`src/rtl/reg_hex_formatter_if.sv`:
```
// Text buffer character write port with ready/valid backpressure.
interface reg_hex_formatter_if #(
  parameter int ADDR_W = 12
);
  logic              WR_EN;
  logic [ADDR_W-1:0] WR_ADDR;
  logic [7:0]        WR_DATA;
  logic              WR_READY;

  modport master (output WR_EN, WR_ADDR, WR_DATA, input WR_READY);
  modport slave  (input WR_EN, WR_ADDR, WR_DATA, output WR_READY);
endinterface

```
`src/rtl/reg_hex_formatter.sv`:
```
// Walks registers 0..31 and writes one "xNN: HHHHHHHH" line per register
// into the VGA text buffer through a ready/valid character write port.
module reg_hex_formatter #(
  parameter int COLS     = 80,
  parameter int BASE_ROW = 0,
  parameter int BASE_COL = 0,
  parameter int ADDR_W   = 12
) (
  input  logic                CLK,
  input  logic                RST_RF,
  input  logic                START,
  output logic [4:0]          RA,
  input  logic [31:0]         RDATA,
  reg_hex_formatter_if.master wr,
  output logic                BUSY,
  output logic                DONE
);

  typedef enum logic [1:0] {IDLE, FETCH, EMIT, FINISH} state_t;

  state_t      state, state_nx;
  logic [4:0]  idx, idx_nx;
  logic [3:0]  c, c_nx;
  logic [31:0] snap, snap_nx;
  logic        busy_q;

  logic [4:0]  tens, ones;
  logic [4:0]  sh;
  logic [3:0]  nib;
  logic [7:0]  ch;
  logic [31:0] addr_full;

  // State and datapath registers; reset abandons any partial line.
  always_ff @(posedge CLK or posedge RST_RF) begin
    if (RST_RF) begin
      state  <= IDLE;
      idx    <= '0;
      c      <= '0;
      snap   <= '0;
      busy_q <= 1'b0;
    end else begin
      state  <= state_nx;
      idx    <= idx_nx;
      c      <= c_nx;
      snap   <= snap_nx;
      busy_q <= (state_nx == FETCH) || (state_nx == EMIT);
    end
  end

  // Next-state: only an accepted character (EMIT with READY) advances c.
  always_comb begin
    state_nx = state;
    idx_nx   = idx;
    c_nx     = c;
    snap_nx  = snap;
    case (state)
      IDLE: begin
        if (START) begin
          idx_nx   = '0;
          state_nx = FETCH;
        end
      end
      FETCH: begin
        snap_nx  = RDATA;
        c_nx     = '0;
        state_nx = EMIT;
      end
      EMIT: begin
        if (wr.WR_READY) begin
          if (c == 4'd12) begin
            if (idx == 5'd31) state_nx = FINISH;
            else begin
              idx_nx   = idx + 5'd1;
              state_nx = FETCH;
            end
          end else begin
            c_nx = c + 4'd1;
          end
        end
      end
      FINISH: state_nx = IDLE;
      default: state_nx = IDLE;
    endcase
  end

  // Character generator: label, decimal index, separator, then hex nibbles MSB first.
  always_comb begin
    tens = idx / 5'd10;
    ones = idx % 5'd10;
    // nibble position counts down from 7 (bits 31:28) at c=5 to 0 at c=12
    sh   = {3'(4'd12 - c), 2'b00};
    nib  = 4'(snap >> sh);
    case (c)
      4'd0:    ch = 8'h78;
      4'd1:    ch = 8'h30 + {3'b000, tens};
      4'd2:    ch = 8'h30 + {3'b000, ones};
      4'd3:    ch = 8'h3A;
      4'd4:    ch = 8'h20;
      default: ch = (nib < 4'd10) ? (8'h30 + {4'h0, nib}) : (8'h37 + {4'h0, nib});
    endcase
    addr_full = (BASE_ROW + 32'(idx)) * COLS + BASE_COL + 32'(c);
  end

  // Outputs decode from registered state, so they stay frozen across stalls.
  always_comb begin
    wr.WR_EN   = (state == EMIT);
    wr.WR_ADDR = (state == EMIT) ? addr_full[ADDR_W-1:0] : '0;
    wr.WR_DATA = (state == EMIT) ? ch : 8'h00;
    RA         = idx;
    BUSY       = busy_q;
    DONE       = (state == FINISH);
  end

endmodule

```
`src/flat_wrapper.sv`:
```
// flat-port wrapper written by rule: the top's interface ports become plain ports
module reg_hex_formatter_flat 
#(
  parameter int COLS     = 80,
  parameter int BASE_ROW = 0,
  parameter int BASE_COL = 0,
  parameter int ADDR_W   = 12
)
  (CLK, RST_RF, START, RA, RDATA, BUSY, DONE, wr_WR_EN, wr_WR_ADDR, wr_WR_DATA, wr_WR_READY);
  reg_hex_formatter_if #(.ADDR_W(ADDR_W)) wr_i ();
  input  logic CLK;
  input  logic RST_RF;
  input  logic START;
  output logic [4:0] RA;
  input  logic [31:0] RDATA;
  output logic BUSY;
  output logic DONE;
  output wire logic [$bits(wr_i.WR_EN)-1:0] wr_WR_EN;
  output wire logic [$bits(wr_i.WR_ADDR)-1:0] wr_WR_ADDR;
  output wire logic [$bits(wr_i.WR_DATA)-1:0] wr_WR_DATA;
  input wire logic [$bits(wr_i.WR_READY)-1:0] wr_WR_READY;
  assign wr_WR_EN = wr_i.WR_EN;
  assign wr_WR_ADDR = wr_i.WR_ADDR;
  assign wr_WR_DATA = wr_i.WR_DATA;
  assign wr_i.WR_READY = wr_WR_READY;
  reg_hex_formatter #(.COLS(COLS), .BASE_ROW(BASE_ROW), .BASE_COL(BASE_COL), .ADDR_W(ADDR_W)) u_core (.CLK(CLK), .RST_RF(RST_RF), .START(START), .RA(RA), .RDATA(RDATA), .wr(wr_i), .BUSY(BUSY), .DONE(DONE));
endmodule
```
`config.mk`:
```
export PLATFORM = sky130hd
export DESIGN_NAME = reg_hex_formatter_flat
export DESIGN_NICKNAME = d
export VERILOG_FILES = /design/src/rtl/reg_hex_formatter_if.sv /design/src/rtl/reg_hex_formatter.sv /design/src/flat_wrapper.sv
export SDC_FILE = /design/constraint.sdc
export NUM_CORES = 1
export LEC_CHECK = 0
export ABC_AREA = 1
export CAP_MARGIN = 20
export CORE_UTILIZATION = 51
export CTS_CLUSTER_DIAMETER = 40
export CTS_CLUSTER_SIZE = 16
export DETAILED_ROUTE_END_ITERATION = 8
export HOLD_SLACK_MARGIN = 0.15
export PLACE_DENSITY = 0.9
export SYNTH_ARGS = -nofsm -noshare
export SYNTH_HDL_FRONTEND = slang
export SYNTH_SLANG_ARGS = --single-unit
```
`constraint.sdc`:
```
create_clock -name CLK -period 4.2 [get_ports CLK]
set_input_delay 1.26 -clock CLK [delete_from_list [all_inputs] [get_ports CLK]]
set_output_delay 1.26 -clock CLK [all_outputs]
set_load 0.05 [all_outputs]
```
== Yosys cells after proc, flatten, opt, wreduce, memory -nomap -nowiden ==
Cells that the tools add are included.
Widths: inputs -> output; s select.

* Multiplexer cells: 17
* Multipliers: 1
* Eq/ne operators: 16
* Shift-type cells: 1
* Div/mod/pow operators: 2
* Magnitude comparators: 1
* $add $sub $neg: 8
* Reduce and logical (&&, ||, !) cells: 7

{| class="wikitable"
|+ Operators by type and width
! cell !! number
|-
| $pmux 8 s5 || 1
|-
| $shr 32x5->4 || 1
|-
| $mux 5 || 4
|-
| $mux 8 || 2
|-
| $add 6x4->7 const A || 2
|-
| $add 6x5->7 const A || 2
|-
| $add 12x4->12 || 1
|-
| $mux 12 || 1
|-
| $pmux 5 s2 || 1
|-
| $eq 4x2->1 const B || 2
|-
| $mul 5x3->8 const B || 1
|-
| $mux 2 || 4
|-
| $mux 4 || 2
|-
| $pmux 2 s4 || 1
|-
| $pmux 4 s2 || 1
|-
| $eq 2x2->1 const B || 3
|-
| $ne 2x2->1 const B || 3
|-
| $add 5x1->5 const B || 1
|-
| $div 5x4->5 const B || 1
|-
| $eq 5x5->1 const B || 1
|-
| $mod 5x4->5 const B || 1
|-
| $reduce_and 5->1 || 1
|-
| $add 4x1->4 const B || 1
|-
| $eq 2x1->1 const B || 2
|-
| other kinds (11) || 13
|}

* Flip-flop bits (word level): 44
* Logic and storage cells: 58
* Input bits: 36
* Output and inout port bits: 28

== Depth between registers and ports, before layout ==
Gate-level depths: netlist (run 1).

* Depth in word-level cells: 7
* Mapped depth: 15

== Worst setup path before layout (run 1) ==
OpenSTA, ideal clock, no wires.

* Kind: flip-flop to output port
* From: reg u_core.c[0]
* To: out wr_WR_DATA[1]
* Data arrival time: 2.739 ns
* Stages on the path, launching flop included: 14
* Buffers on the path: 3
* Path slack: 0.201 ns
* Path through: dfrtp_1 > buf_4 > inv_4 > buf_6 > ha_1 > buf_2 > inv_1 > nor2_1 > o21ai_0 > nand3_1 > nand2_1 > ha_1 > nand3b_1 > a21oi_1

* Longest elaborated chain between the ends: 6

{| class="wikitable"
|+ Ends and longest elaborated chain
! what !! RTL line !! RTL
|-
| from (decl) || reg_hex_formatter.sv:23 || <nowiki>logic [3:0] c, c_nx;</nowiki>
|-
| from (signal assigned) || reg_hex_formatter.sv:44 || <nowiki>c <= c_nx;</nowiki>
|-
| $sub 3x3->3 || reg_hex_formatter.sv:91 || <nowiki>sh = {3'(4'd12 - c), 2'b00};</nowiki>
|-
| $shr 32x5->4 || reg_hex_formatter.sv:92 || <nowiki>nib = 4'(snap >> sh);</nowiki>
|-
| $add 6x4->7 / $lt 4x4->1 (equally long branches) || reg_hex_formatter.sv:99 || <nowiki>default: ch = (nib < 4'd10) ? (8'h30 + {4'h0, nib}) : (8'h37 + {4'h0, nib});</nowiki>
|-
| $mux 8 || reg_hex_formatter.sv:99 ||
|-
| $pmux 8 s5 (*) || reg_hex_formatter.sv:93 || <nowiki>case (c)</nowiki>
|-
| $mux 8 (*) || reg_hex_formatter.sv:108 || <nowiki>wr.WR_DATA = (state == EMIT) ? ch : 8'h00;</nowiki>
|-
| to (decl) || flat_wrapper.sv:20 || <nowiki>output wire logic [$bits(wr_i.WR_DATA)-1:0] wr_WR_DATA;</nowiki>
|}

Every way passes the cells marked *; elsewhere a longest branch is shown, timed or not.

== Worst setup path in the final report (run 1) ==
* From: reg u_core.idx[2] (netlist: u_core.RA[2])
* To: out wr_WR_ADDR[10]

* Longest elaborated chain between the ends: 3

{| class="wikitable"
|+ Ends and longest elaborated chain
! what !! RTL line !! RTL
|-
| from (decl) || reg_hex_formatter.sv:22 || <nowiki>logic [4:0] idx, idx_nx;</nowiki>
|-
| from (signal assigned) || reg_hex_formatter.sv:43 || <nowiki>idx <= idx_nx;</nowiki>
|-
| $mul 5x3->8 || reg_hex_formatter.sv:101 || <nowiki>addr_full = (BASE_ROW + 32'(idx)) * COLS + BASE_COL + 32'(c);</nowiki>
|-
| $add 12x4->12 || reg_hex_formatter.sv:101 ||
|-
| $mux 12 || reg_hex_formatter.sv:107 || <nowiki>wr.WR_ADDR = (state == EMIT) ? addr_full[ADDR_W-1:0] : '0;</nowiki>
|-
| to (decl) || flat_wrapper.sv:19 || <nowiki>output wire logic [$bits(wr_i.WR_ADDR)-1:0] wr_WR_ADDR;</nowiki>
|}

Every way passes these cells.

==> metrics.md, run 1 <==
| Metric | Value |
|---|---|
| Worst vdd ir | `523.3 uV` |
| CP dominant cell by count | `nor2_1` |
| Fin. Hold Viols | `0` |
| Die width | `76.92 um` |
| CP required | `2.94 ns` |
| Synth top area share | `38.46%` |
| Final setup fails | `0` |
| WHS Endpoint | `u_core.snap[8]$_DFFE_PP0P_` |
| Die height | `76.92 um` |
| Synth area leader | `dfrtp_1` |
| Initial antenna violation count | `0` |
| Final Util | `70.75%` |
| Synthesis-stage register bit count | `44` |
| Hold Crit Class | `reg -> reg` |
| Status | `completed` |
| WL/cell | `13.23 um` |
| Mean Syn Cell Area | `6.932 um2` |
| Pwr/cell area | `869.8 nW/um2` |
| Die Footprint | `5917 um2` |
| Critical Path AT | `2.81 ns` |
| Syn Nets | `465` |
| R2r worst-path depth | `10` |
| Num rows | `26` |
| Post-CTS Setup Inserts | `0` |
| Most common cell in the netlist | `nand2_1` |
| Starting Density | `54.32%` |
| Vias in the first global route | `2802` |
| Residual DRC | `0` |
| Maximum fanout along the worst path | `8` |
| TritonCTS Buffers | `5` |
| Grt ovf | `0` |
| Post-synth ARST share | `100.0%` |
| Top cells by area, synth | `dfrtp_1 (38%), nand2_1 (15%), inv_1 (7.7%), ha_1 (6.6%), o21ai_0 (6.5%)` |
| Final GP Congestion | `0.8855` |
| TritonCTS clock tree | `yes` |
| Max H-tree Level | `2` |
| Slew @ Worst Pin | `0.5372 ns` |
| WP buf/inv | `1` |
| IO Pins | `64` |
| HPWL Detailed | `5293 um` |
| Largest net degree at the start of global routing | `62` |
| Crit-path max cell delay | `0.82 ns` |
| DR pass1 iterations | `5` |
| Clock tree sinks | `44` |
| Iter 0 DRT Violations | `227` |
| Final wirelength | `7185 um` |
| Crit-path slowest cell | `clkdlybuf4s50_1` |
| Pins Over Slew Limit | `0` |
| NumNets Final | `524` |
| Rel. slew slack | `64.19%` |
| CP delay by family, top | `buffers and inverters` |
| Ys Warns | `0` |
| Endpoint of the worst register-to-register path | `u_core.c[2]$_DFFE_PP0P_` |
| Root Buffer | `clkbuf_8` |
| First-pass GRT wire length | `12310 um` |
| Layout area overhead | `30.24%` |
| Ant. Diodes | `0` |
| GRT Util Overall | `25.96%` |
| Worst path cell trace | `ha_1 -> ha_1 -> a21oi_1 -> nor2_1 -> nor2_1 -> xor2_1 -> nor2_1 -> clkdlybuf4s50_1` |
| R2r setup slk | `2.18 ns` |
| Clock Tree Buf Depth | `2` |
| Clock Latency Late Sink | `0.31 ns` |
| Core ar. | `5270 um2` |
| Post-Syn Area | `2863 um2` |
| Crit Path Class | `reg -> out` |
| Clock slew at reported path FFs | `0.09 ns` |
| # port buffers | `62` |
| Tmin final | `4.066 ns` |
| Most frequent cells after synthesis | `nand2_1 (118), inv_1 (59), dfrtp_1 (44)` |
| Post-Synthesis Cells | `413` |
| Maximum clock rate | `245.9 MHz` |
| Routed vias | `2919` |
| Max cap viols | `0` |
| Top_reg_cell synth | `dfrtp_1` |
| Final worst path period share | `96.82%` |
| Post-synth EDFFs | `0` |
| Startpoint Class | `flop` |
| Unique cell type count in the Yosys netlist | `31` |
| Clock Skew | `0.005362 ns` |
| Vias/cell | `5.376` |
| Crit. End Element | `primary output` |
| Worst hold slack | `0.4854 ns` |
| Share of layout cells above drive strength 1 | `7.400%` |
| Register area share after synthesis | `38.46%` |
| RR Startpoint | `u_core.state[0]$_DFF_PP0_` |
| Min-delay src | `u_core.snap[8]$_DFFE_PP0P_` |
| Hold Path Depth | `2` |
| Final ANT Viol Nets | `0` |
| Leak | `1.824 nW` |
## through the flow
stage	power [mW]	TNS (ns)	std cells	area, um2	setup slack (ns)
after floorplan	2.218	0	413	2863	0.2012
after global routing	3.510	-0.009349	543	3729	-0.009349
after detailed placement	2.867	0	535	3605	0.4456
after global placement	2.795	0	535	3605	0.4830
after CTS	3.219	0	543	3720	0.1099
final	3.243	0	543	3729	0.1335
## kinds of logic after synthesis
logic type	count (synthesis)	share of synthesized area (%)
fa+ha+maj	16	7.255
buf+inv	79	11.36
simple gates	207	30.77
flops	44	38.46
other cells	1	0.1310
compound gates	65	11.71
xor+xnor	1	0.3060
## where the power goes
part	switching [mW]	internal [mW]	total [mW]
Clock	0.160	0.179	0.339
Sequential	0.111	0.616	0.727
Combinational	1.42	0.757	2.18
Total	1.69	1.55	3.24
## registers in the layout (all words and copies together) (netlist names)
| register | cells |
|---|---|
| u_core.snap | 32 |
| u_core.state | 2 |
| u_core.c | 4 |
| u_core.RA | 5 |
| u_core.BUSY | 1 |
## layout by cell type, fill, tap and decap left out, drive strengths merged
| cell | count |
|---|---|
| ha | 15 |
| clkinvlp | 1 |
| inv | 64 |
| and3 | 1 |
| nand3b | 1 |
| xor2 | 1 |
| o211ai | 1 |
| dfrtp | 44 |
| clkdlybuf4s50 | 54 |
| clkbuf | 5 |
| nand2 | 120 |
| o22ai | 2 |
| nand3 | 36 |
| o21ai | 42 |
| dlymetal6s2s | 1 |
| nand4 | 3 |
| a21oi | 18 |
| conb | 1 |
| fa | 1 |
| o21a | 1 |
| o21bai | 1 |
| bufinv | 1 |
| nor3 | 5 |
| nor2 | 41 |
| buf | 13 |
## worst reg2reg max path: cells and delay by family, from the launching register on
kind,cells,cell delay [ns]
buffers and inverters,4,0.77
DFF,1,0.41
and+or+nand+nor,6,0.72
## timing repair
action / in CTS / in global routing
gates resized for setup: 0 / 3
setup endpoints to repair: 0 / 4
hold buffers: 0 / 0
## worst max-delay path by stage
| stage | startpoint | endpoint | cells after the start |
|---|---|---|---|
| detailed placement | u_core.RA[1]$_DFFE_PP0P_ | wr_WR_ADDR[11] | 8 |
| global placement | u_core.RA[1]$_DFFE_PP0P_ | wr_WR_ADDR[11] | 8 |
| global route | u_core.c[0]$_DFFE_PP0P_ | wr_WR_DATA[4] | 13 |
| CTS | u_core.RA[1]$_DFFE_PP0P_ | wr_WR_ADDR[11] | 8 |
| finish | u_core.RA[2]$_DFFE_PP0P_ | wr_WR_ADDR[10] | 8 |
| floorplan | u_core.c[0]$_DFFE_PP0P_ | wr_WR_DATA[1] | 13 |
## cell type report
type / count / area (um2)
inverters: 63 / 239.0
clock buffers: 5 / 68.82
multi-input cells: 290 / 1448
repair buffers: 68 / 738.2
fillers: 405 / 1541
flip-flops and latches: 44 / 1101
well taps: 70 / 87.58
clock inverters: 3 / 46.29
## metal layers
metal	up-vias	global-route usage (%)	part of all wire [%]
met3	19	4.286	7.2
met2	132	43.93	48
met5	-	0	0
met4	0	8.654	1.9
met1	1354	33.54	43
li1	1414	-	-
Note: power is estimated with default switching activity, not from simulation.
==> run 2, diff against run 1 <==
--- a/config.mk
+++ b/config.mk
@@ -11,8 +11,8 @@
 export CTS_CLUSTER_DIAMETER = 40
 export CTS_CLUSTER_SIZE = 16
 export DETAILED_ROUTE_END_ITERATION = 8
-export HOLD_SLACK_MARGIN = 0.15
 export PLACE_DENSITY = 0.9
+export REMOVE_ABC_BUFFERS = 1
 export SYNTH_ARGS = -nofsm -noshare
 export SYNTH_HDL_FRONTEND = slang
 export SYNTH_SLANG_ARGS = --single-unit
==> run 2 against run 1 <==
Compared with the run above: power is 1.0% higher; wire length is 4.6% higher; final area rose by 0.81%; via count is 0.48% higher; critical endpoint unchanged; flip-flop and latch count is the same; clock power is 3% higher; utilization increased by 0.57 points; critical path depth unchanged; critical path type unchanged; hold slack got worse by 0.0082 ns; global-route usage increased by 1.2 points; maximum frequency increased by 0.61%; worst setup slack better by 0.025 ns.
==> metrics.md, run 2 (synthesis results as in run 1) <==
| Metric | Value |
|---|---|
| Starting Density | `54.32%` |
| CP dominant cell by count | `nor2_1` |
| Vias in the first global route | `2891` |
| Largest net degree at the start of global routing | `62` |
| Crit-path slowest cell | `clkdlybuf4s50_1` |
| Die width | `76.92 um` |
| TritonCTS clock tree | `yes` |
| Crit-path max cell delay | `0.81 ns` |
| Max cap viols | `0` |
| Pins Over Slew Limit | `0` |
| WL/cell | `13.76 um` |
| Layout area overhead | `31.29%` |
| Maximum fanout along the worst path | `11` |
| Pwr/cell area | `871.5 nW/um2` |
| Clock slew at reported path FFs | `0.09 ns` |
| Grt ovf | `0` |
| HPWL Detailed | `5351 um` |
| Final GP Congestion | `0.8519` |
| Die height | `76.92 um` |
| Sum of negative setup slack | `0 ns` |
| Fin. Hold Viols | `0` |
| Max H-tree Level | `2` |
| IO Pins | `64` |
| Clock Skew | `0.007936 ns` |
| First-pass GRT wire length | `12750 um` |
| Final Util | `71.32%` |
| Iter 0 DRT Violations | `196` |
| Residual DRC | `0` |
| GRT Util Overall | `27.12%` |
| Num rows | `26` |
| Unrepaired setup endpoints after global routing | `false` |
| Initial antenna violation count | `0` |
| NumNets Final | `527` |
| Worst path cell trace | `ha_1 -> ha_1 -> a21oi_1 -> nor2_1 -> nor2_1 -> xor2_1 -> nor2_1 -> clkdlybuf4s50_1` |
| Share of layout cells above drive strength 1 | `7.773%` |
| Clock tree sinks | `44` |
| Rel. slew slack | `62.26%` |
| Final ANT Viol Nets | `0` |
| Crit. End Element | `primary output` |
| Startpoint Class | `flop` |
| Clock Latency Late Sink | `0.31 ns` |
| Status | `completed` |
| Slew @ Worst Pin | `0.5654 ns` |
| TritonCTS Buffers | `5` |
| Routed vias | `2933` |
| CP required | `2.94 ns` |
| # port buffers | `62` |
| Leak | `1.848 nW` |
| Commonest non-fill, non-tap cell in the layout | `nand2_1` |
| Setup ws final | `0.1582 ns` |
| Biggest register | `u_core.snap` |
| Design Power | `3.276 mW` |
| Critical Path AT | `2.78 ns` |
| Die Footprint | `5917 um2` |
| Ant. Diodes | `0` |
| Clock Tree Buf Depth | `2` |
| Final worst path period share | `96.23%` |
| Final wirelength | `7514 um` |
| DR pass1 iterations | `5` |
| Crit Path Class | `reg -> out` |
| Final setup fails | `0` |
| Tmin final | `4.042 ns` |
| Vias/cell | `5.372` |
| Root Buffer | `clkbuf_8` |
| Fill cell count | `401` |
| Post-place setup slack | `0.4953 ns` |
| Worst vdd ir | `648.8 uV` |
| Max FFs per register | `32` |
| Core ar. | `5270 um2` |
| Post-CTS Setup Inserts | `0` |
| Maximum clock rate | `247.4 MHz` |
| Hold Crit Class | `reg -> reg` |
| Post-CTS Hold Buffers | `0` |
| Most frequent cells in the layout | `nand2_1 (118), inv_1 (58), clkdlybuf4s50_1 (54)` |
## run 2: final timing paths
check	startpoint	end	slack (ns)	depth (start not counted)
setup / recovery	u_core.RA[4]$_DFFE_PP0P_	wr_WR_ADDR[10]	0.16	8
hold / removal	u_core.snap[28]$_DFFE_PP0P_	u_core.snap[28]$_DFFE_PP0P_	0.48	2
setup reg to reg	u_core.state[1]$_DFF_PP0_	u_core.RA[3]$_DFFE_PP0P_	2.22	10
hold reg to reg	u_core.snap[28]$_DFFE_PP0P_	u_core.snap[28]$_DFFE_PP0P_	0.48	2
max in group asynchronous	RST_RF	u_core.RA[4]$_DFFE_PP0P_	2.21	4
min in group asynchronous	RST_RF	u_core.snap[8]$_DFFE_PP0P_	1.30	2
## run 2: through the flow
step	hold slack, ns	cells	instance area [um2]
floorplan	0.4366	397	2776
global placement	0.4521	537	3620
detailed placement	0.4551	537	3620
CTS	0.4760	545	3741
global route	0.5057	546	3759
finish	0.4771	546	3759
## run 2: routing by layer
layer | up-vias | share of wire [%] | track usage, %
met3 | 26 | 6.1 | 5.238
met1 | 1361 | 42 | 32.27
met5 | - | 0 | 0
met2 | 123 | 49 | 47.23
li1 | 1423 | - | -
met4 | 0 | 3.0 | 11.92
## run 2: repair_timing
item,in CTS,in global routing
endpoints found under the setup margin,0,4
resized for setup,0,2
hold endpoints to repair,0,0
## run 2: worst max-delay path, delay by kind of cell (launching register included)
family / cells / cell delay (ns)
flip-flops: 1 / 0.54
XOR/XNOR: 1 / 0.08
AO/OA/AOI/OAI: 1 / 0.16
adder cells (fa/ha/maj): 2 / 0.62
buffers and inverters: 1 / 0.81
AND/OR/NAND/NOR: 3 / 0.28
## run 2: area by class of cell
class	instances	area, um2	share of cell area (%)
Multi-Input combinational cell	290	1441	38.35
Sequential cell	44	1101	29.29
Timing Repair Buffer	71	768.2	20.44
Inverter	63	239.0	6.358
Tap cell	70	87.58	2.330
Clock buffer	6	82.58	2.197
Clock inverter	2	38.79	1.032
## run 2: power breakdown
part,leakage [nW],internal [mW],switching [mW]
Sequential,0.552,0.616,0.106
Combinational,1.24,0.761,1.44
Clock,0.0614,0.195,0.154
Total,1.85,1.57,1.70
==> run 3, diff against run 2 <==
--- a/config.mk
+++ b/config.mk
@@ -5,7 +5,6 @@
 export SDC_FILE = /design/constraint.sdc
 export NUM_CORES = 1
 export LEC_CHECK = 0
-export ABC_AREA = 1
 export CAP_MARGIN = 20
 export CORE_UTILIZATION = 51
 export CTS_CLUSTER_DIAMETER = 40
==> run 3 against run 2 <==
Compared with the run above: hold slack got worse by 0.0045 ns; clock skew down 0.0014 ns; via count decreased by 6.3%; global-route usage down 2.2 points; sequential power increased by 5.5%; largest power group unchanged; sequential share of layout area fell by 0.55 points; wire length fell by 0.17%; the flow now finishes with violations (setup timing); highest routed layer unchanged.
==> metrics.md, run 3 <==
| Metric | Value |
|---|---|
| Iter 0 DRT Violations | `175` |
| Core ar. | `5270 um2` |
| Critical Path AT | `3.01 ns` |
| Worst Setup SP | `u_core.c[1]$_DFFE_PP0P_` |
| TritonCTS Buffers | `5` |
| Final GP Congestion | `0.8572` |
| Unique cell type count in the Yosys netlist | `50` |
| Leak | `1.851 nW` |
| Hold Crit Class | `reg -> reg` |
| Crit Path Class | `reg -> out` |
| Post-Syn Area | `2877 um2` |
| Num rows | `26` |
| Startpoint Class | `flop` |
| Post-Synthesis Cells | `344` |
| Layout area overhead | `33.32%` |
| TritonCTS clock tree | `yes` |
| Slew @ Worst Pin | `0.7485 ns` |
| Largest net degree at the start of global routing | `36` |
| Status | `complete, but fails checks` |
| Most frequent cells in the layout | `nand2_1 (109), clkdlybuf4s50_1 (53), dfrtp_1 (43)` |
| Post-CTS Hold Buffers | `0` |
| RR Startpoint | `u_core.RA[1]$_DFFE_PP0P_` |
| Min-delay src | `u_core.snap[20]$_DFFE_PP0P_` |
| NumNets Final | `467` |
| Final Util | `72.77%` |
| Cell Int Power | `1.670 mW` |
| Top_reg_cell synth | `dfrtp_1` |
| Initial antenna violation count | `0` |
| Worst hold slack | `0.4727 ns` |
| CP dominant cell by count | `buf_4` |
| Sequential cell area | `1102 um2` |
| Non-filler cells, final | `484` |
| Sw frac | `46.96%` |
| IO Pins | `64` |
| Starting Density | `54.58%` |
| Max cap viols | `0` |
| Vias/cell | `5.676` |
| Routed vias | `2747` |
| Root Buffer | `clkbuf_8` |
| Vias in the first global route | `2591` |
| Pins Over Slew Limit | `0` |
| Clock tree sinks | `44` |
| Crit-path max cell delay | `0.51 ns` |
| Post-synth EDFFs | `0` |
| Post-synth ARST share | `100.0%` |
| Fill cell count | `389` |
| Logic pwr share | `65.9%` |
| Maximum fanout along the worst path | `5` |
| Final ANT Viol Nets | `0` |
| Setup ws final | `-0.06693 ns` |
| WL/cell | `15.50 um` |
| Final setup fails | `3` |
| Residual DRC | `0` |
| Tmin final | `4.267 ns` |
| Synth top area share | `38.28%` |
| CP required | `2.94 ns` |
| Die width | `77.10 um` |
| Placed Cells | `466` |
| HPWL Detailed | `5075 um` |
| Top cells by area, synth | `dfrtp_1 (38%), nand2_1 (14%), ha_1 (6.5%), mux2i_1 (5.6%), o21ai_0 (3.0%)` |
| Clock Latency Late Sink | `0.30 ns` |
| Sum of negative setup slack | `-0.1160 ns` |
| Most frequent cells after synthesis | `nand2_1 (109), dfrtp_1 (44), nor2_1 (21)` |
| Die Footprint | `5944 um2` |
| Ys Warns | `0` |
| Clk pwr share | `9.9%` |
| Register area share after synthesis | `38.28%` |
| Final worst path period share | `101.6%` |
| Reg power frac | `24.2%` |
| DR pass1 iterations | `5` |
| Die height | `77.10 um` |
| Max FFs per register | `32` |
| Clock Tree Buf Depth | `2` |
| Grt ovf | `0` |
| Pwr/cell area | `820.8 nW/um2` |
| # port buffers | `62` |
| Biggest register | `u_core.snap` |
| Mean Syn Cell Area | `8.362 um2` |
| Switching pwr | `1.478 mW` |
| Final wirelength | `7501 um` |
| Clock slew at reported path FFs | `0.08 ns` |
| Max H-tree Level | `2` |
| Worst vdd ir | `452.6 uV` |
| First-pass GRT wire length | `11710 um` |
| Most common cell in the netlist | `nand2_1` |
| Crit-path slowest cell | `mux4_2` |
| Ant. Diodes | `0` |
| Crit. End Element | `primary output` |
| Maximum clock rate | `234.4 MHz` |
| Violated checks | `setup timing` |
| Worst path cell trace | `inv_2 -> ha_4 -> clkbuf_2 -> buf_4 -> mux2i_1 -> mux4_2 -> and2_4 -> nor4_1 -> a211oi_1 -> buf_4` |
| Fin. Hold Viols | `0` |
| Synth area leader | `dfrtp_1` |
| Share of layout cells above drive strength 1 | `13.29%` |
| Rel. slew slack | `50.05%` |
| Clock Skew | `0.006499 ns` |
| GRT Util Overall | `24.92%` |
| Commonest non-fill, non-tap cell in the layout | `nand2_1` |
| Synthesis-stage register bit count | `44` |
| Multi-input logic area | `1648 um2` |
[run 3: layer usage]
metal / vias up / track usage (%) / wire, um
met5: - / 0 / 0
met4: 0 / 13.58 / 311
met3: 36 / 4.405 / 421
met2: 144 / 41.79 / 3692
met1: 1284 / 30.37 / 3076
li1: 1283 / - / -
[run 3: cell type report]
cell class | instances | area share (%)
clock buffers | 5 | 1.794
clock inverters | 1 | 0.7830
inverters | 12 | 1.175
multi-input cells | 267 | 42.97
flip-flops and latches | 44 | 28.74
well taps | 70 | 2.284
repair buffers | 85 | 22.25
[run 3: metrics by stage]
step,setup WS (ns),power [mW],area (um2)
after floorplan,-0.5415,1.999,2754
after global placement,0.1868,2.497,3592
after detailed placement,0.05930,2.581,3592
after CTS,0.002137,2.937,3707
after global routing,-0.1053,3.328,3835
final,-0.06693,3.148,3835
[run 3: worst paths after layout]
path	cells after the start	endpoint	slack (ns)
worst max-delay path	10	wr_WR_DATA[5]	-0.07
worst min-delay path	2	u_core.snap[20]$_DFFE_PP0P_	0.47
worst max register to register	9	u_core.RA[3]$_DFFE_PP0P_	1.80
worst min register to register	2	u_core.snap[20]$_DFFE_PP0P_	0.47
max in group asynchronous	3	u_core.snap[11]$_DFFE_PP0P_	2.11
min in group asynchronous	2	u_core.snap[2]$_DFFE_PP0P_	1.40
[run 3: cell families (layout without fill, tap and decap cells)]
group	after synthesis	after routing	share of synthesized area (%)
buffers and inverters	33	103	5.828
AOI/OAI and AO/OA	48	48	10.09
other	1	1	0.1304
adders and majority gates	16	16	7.221
muxes	21	21	9.352
and+or+nand+nor	173	173	26.01
DFF	44	44	38.28
xor gates and xnor gates	8	8	3.088
[run 3: what timing repair did]
action,in CTS,in global routing
resized for setup,3,9
setup buffers,0,12
setup endpoints to repair,7,8
cloned,0,0
pin swaps,0,3
[run 3: power groups by stage]
| stage | Sequential [mW] | Combinational (mW) | Clock (mW) |
|---|---|---|---|
| 2_1_floorplan | 0.769 | 1.23 | 0 |
| 3_3_place_gp | 0.753 | 1.74 | 0 |
| 3_5_place_dp | 0.759 | 1.82 | 0 |
| 4_1_cts | 0.753 | 1.87 | 0.315 |
| 5_1_grt | 0.783 | 2.21 | 0.331 |
| 6_report | 0.762 | 2.07 | 0.311 |
[run 3: critical path: cells and delay by family, from the launching register on]
| kind | cells | cell delay, ns |
|---|---|---|
| compound gates | 1 | 0.10 |
| fa+ha+maj | 1 | 0.28 |
| buf+inv | 4 | 0.62 |
| flops | 1 | 0.47 |
| mux | 2 | 0.64 |
| simple gates | 2 | 0.61 |
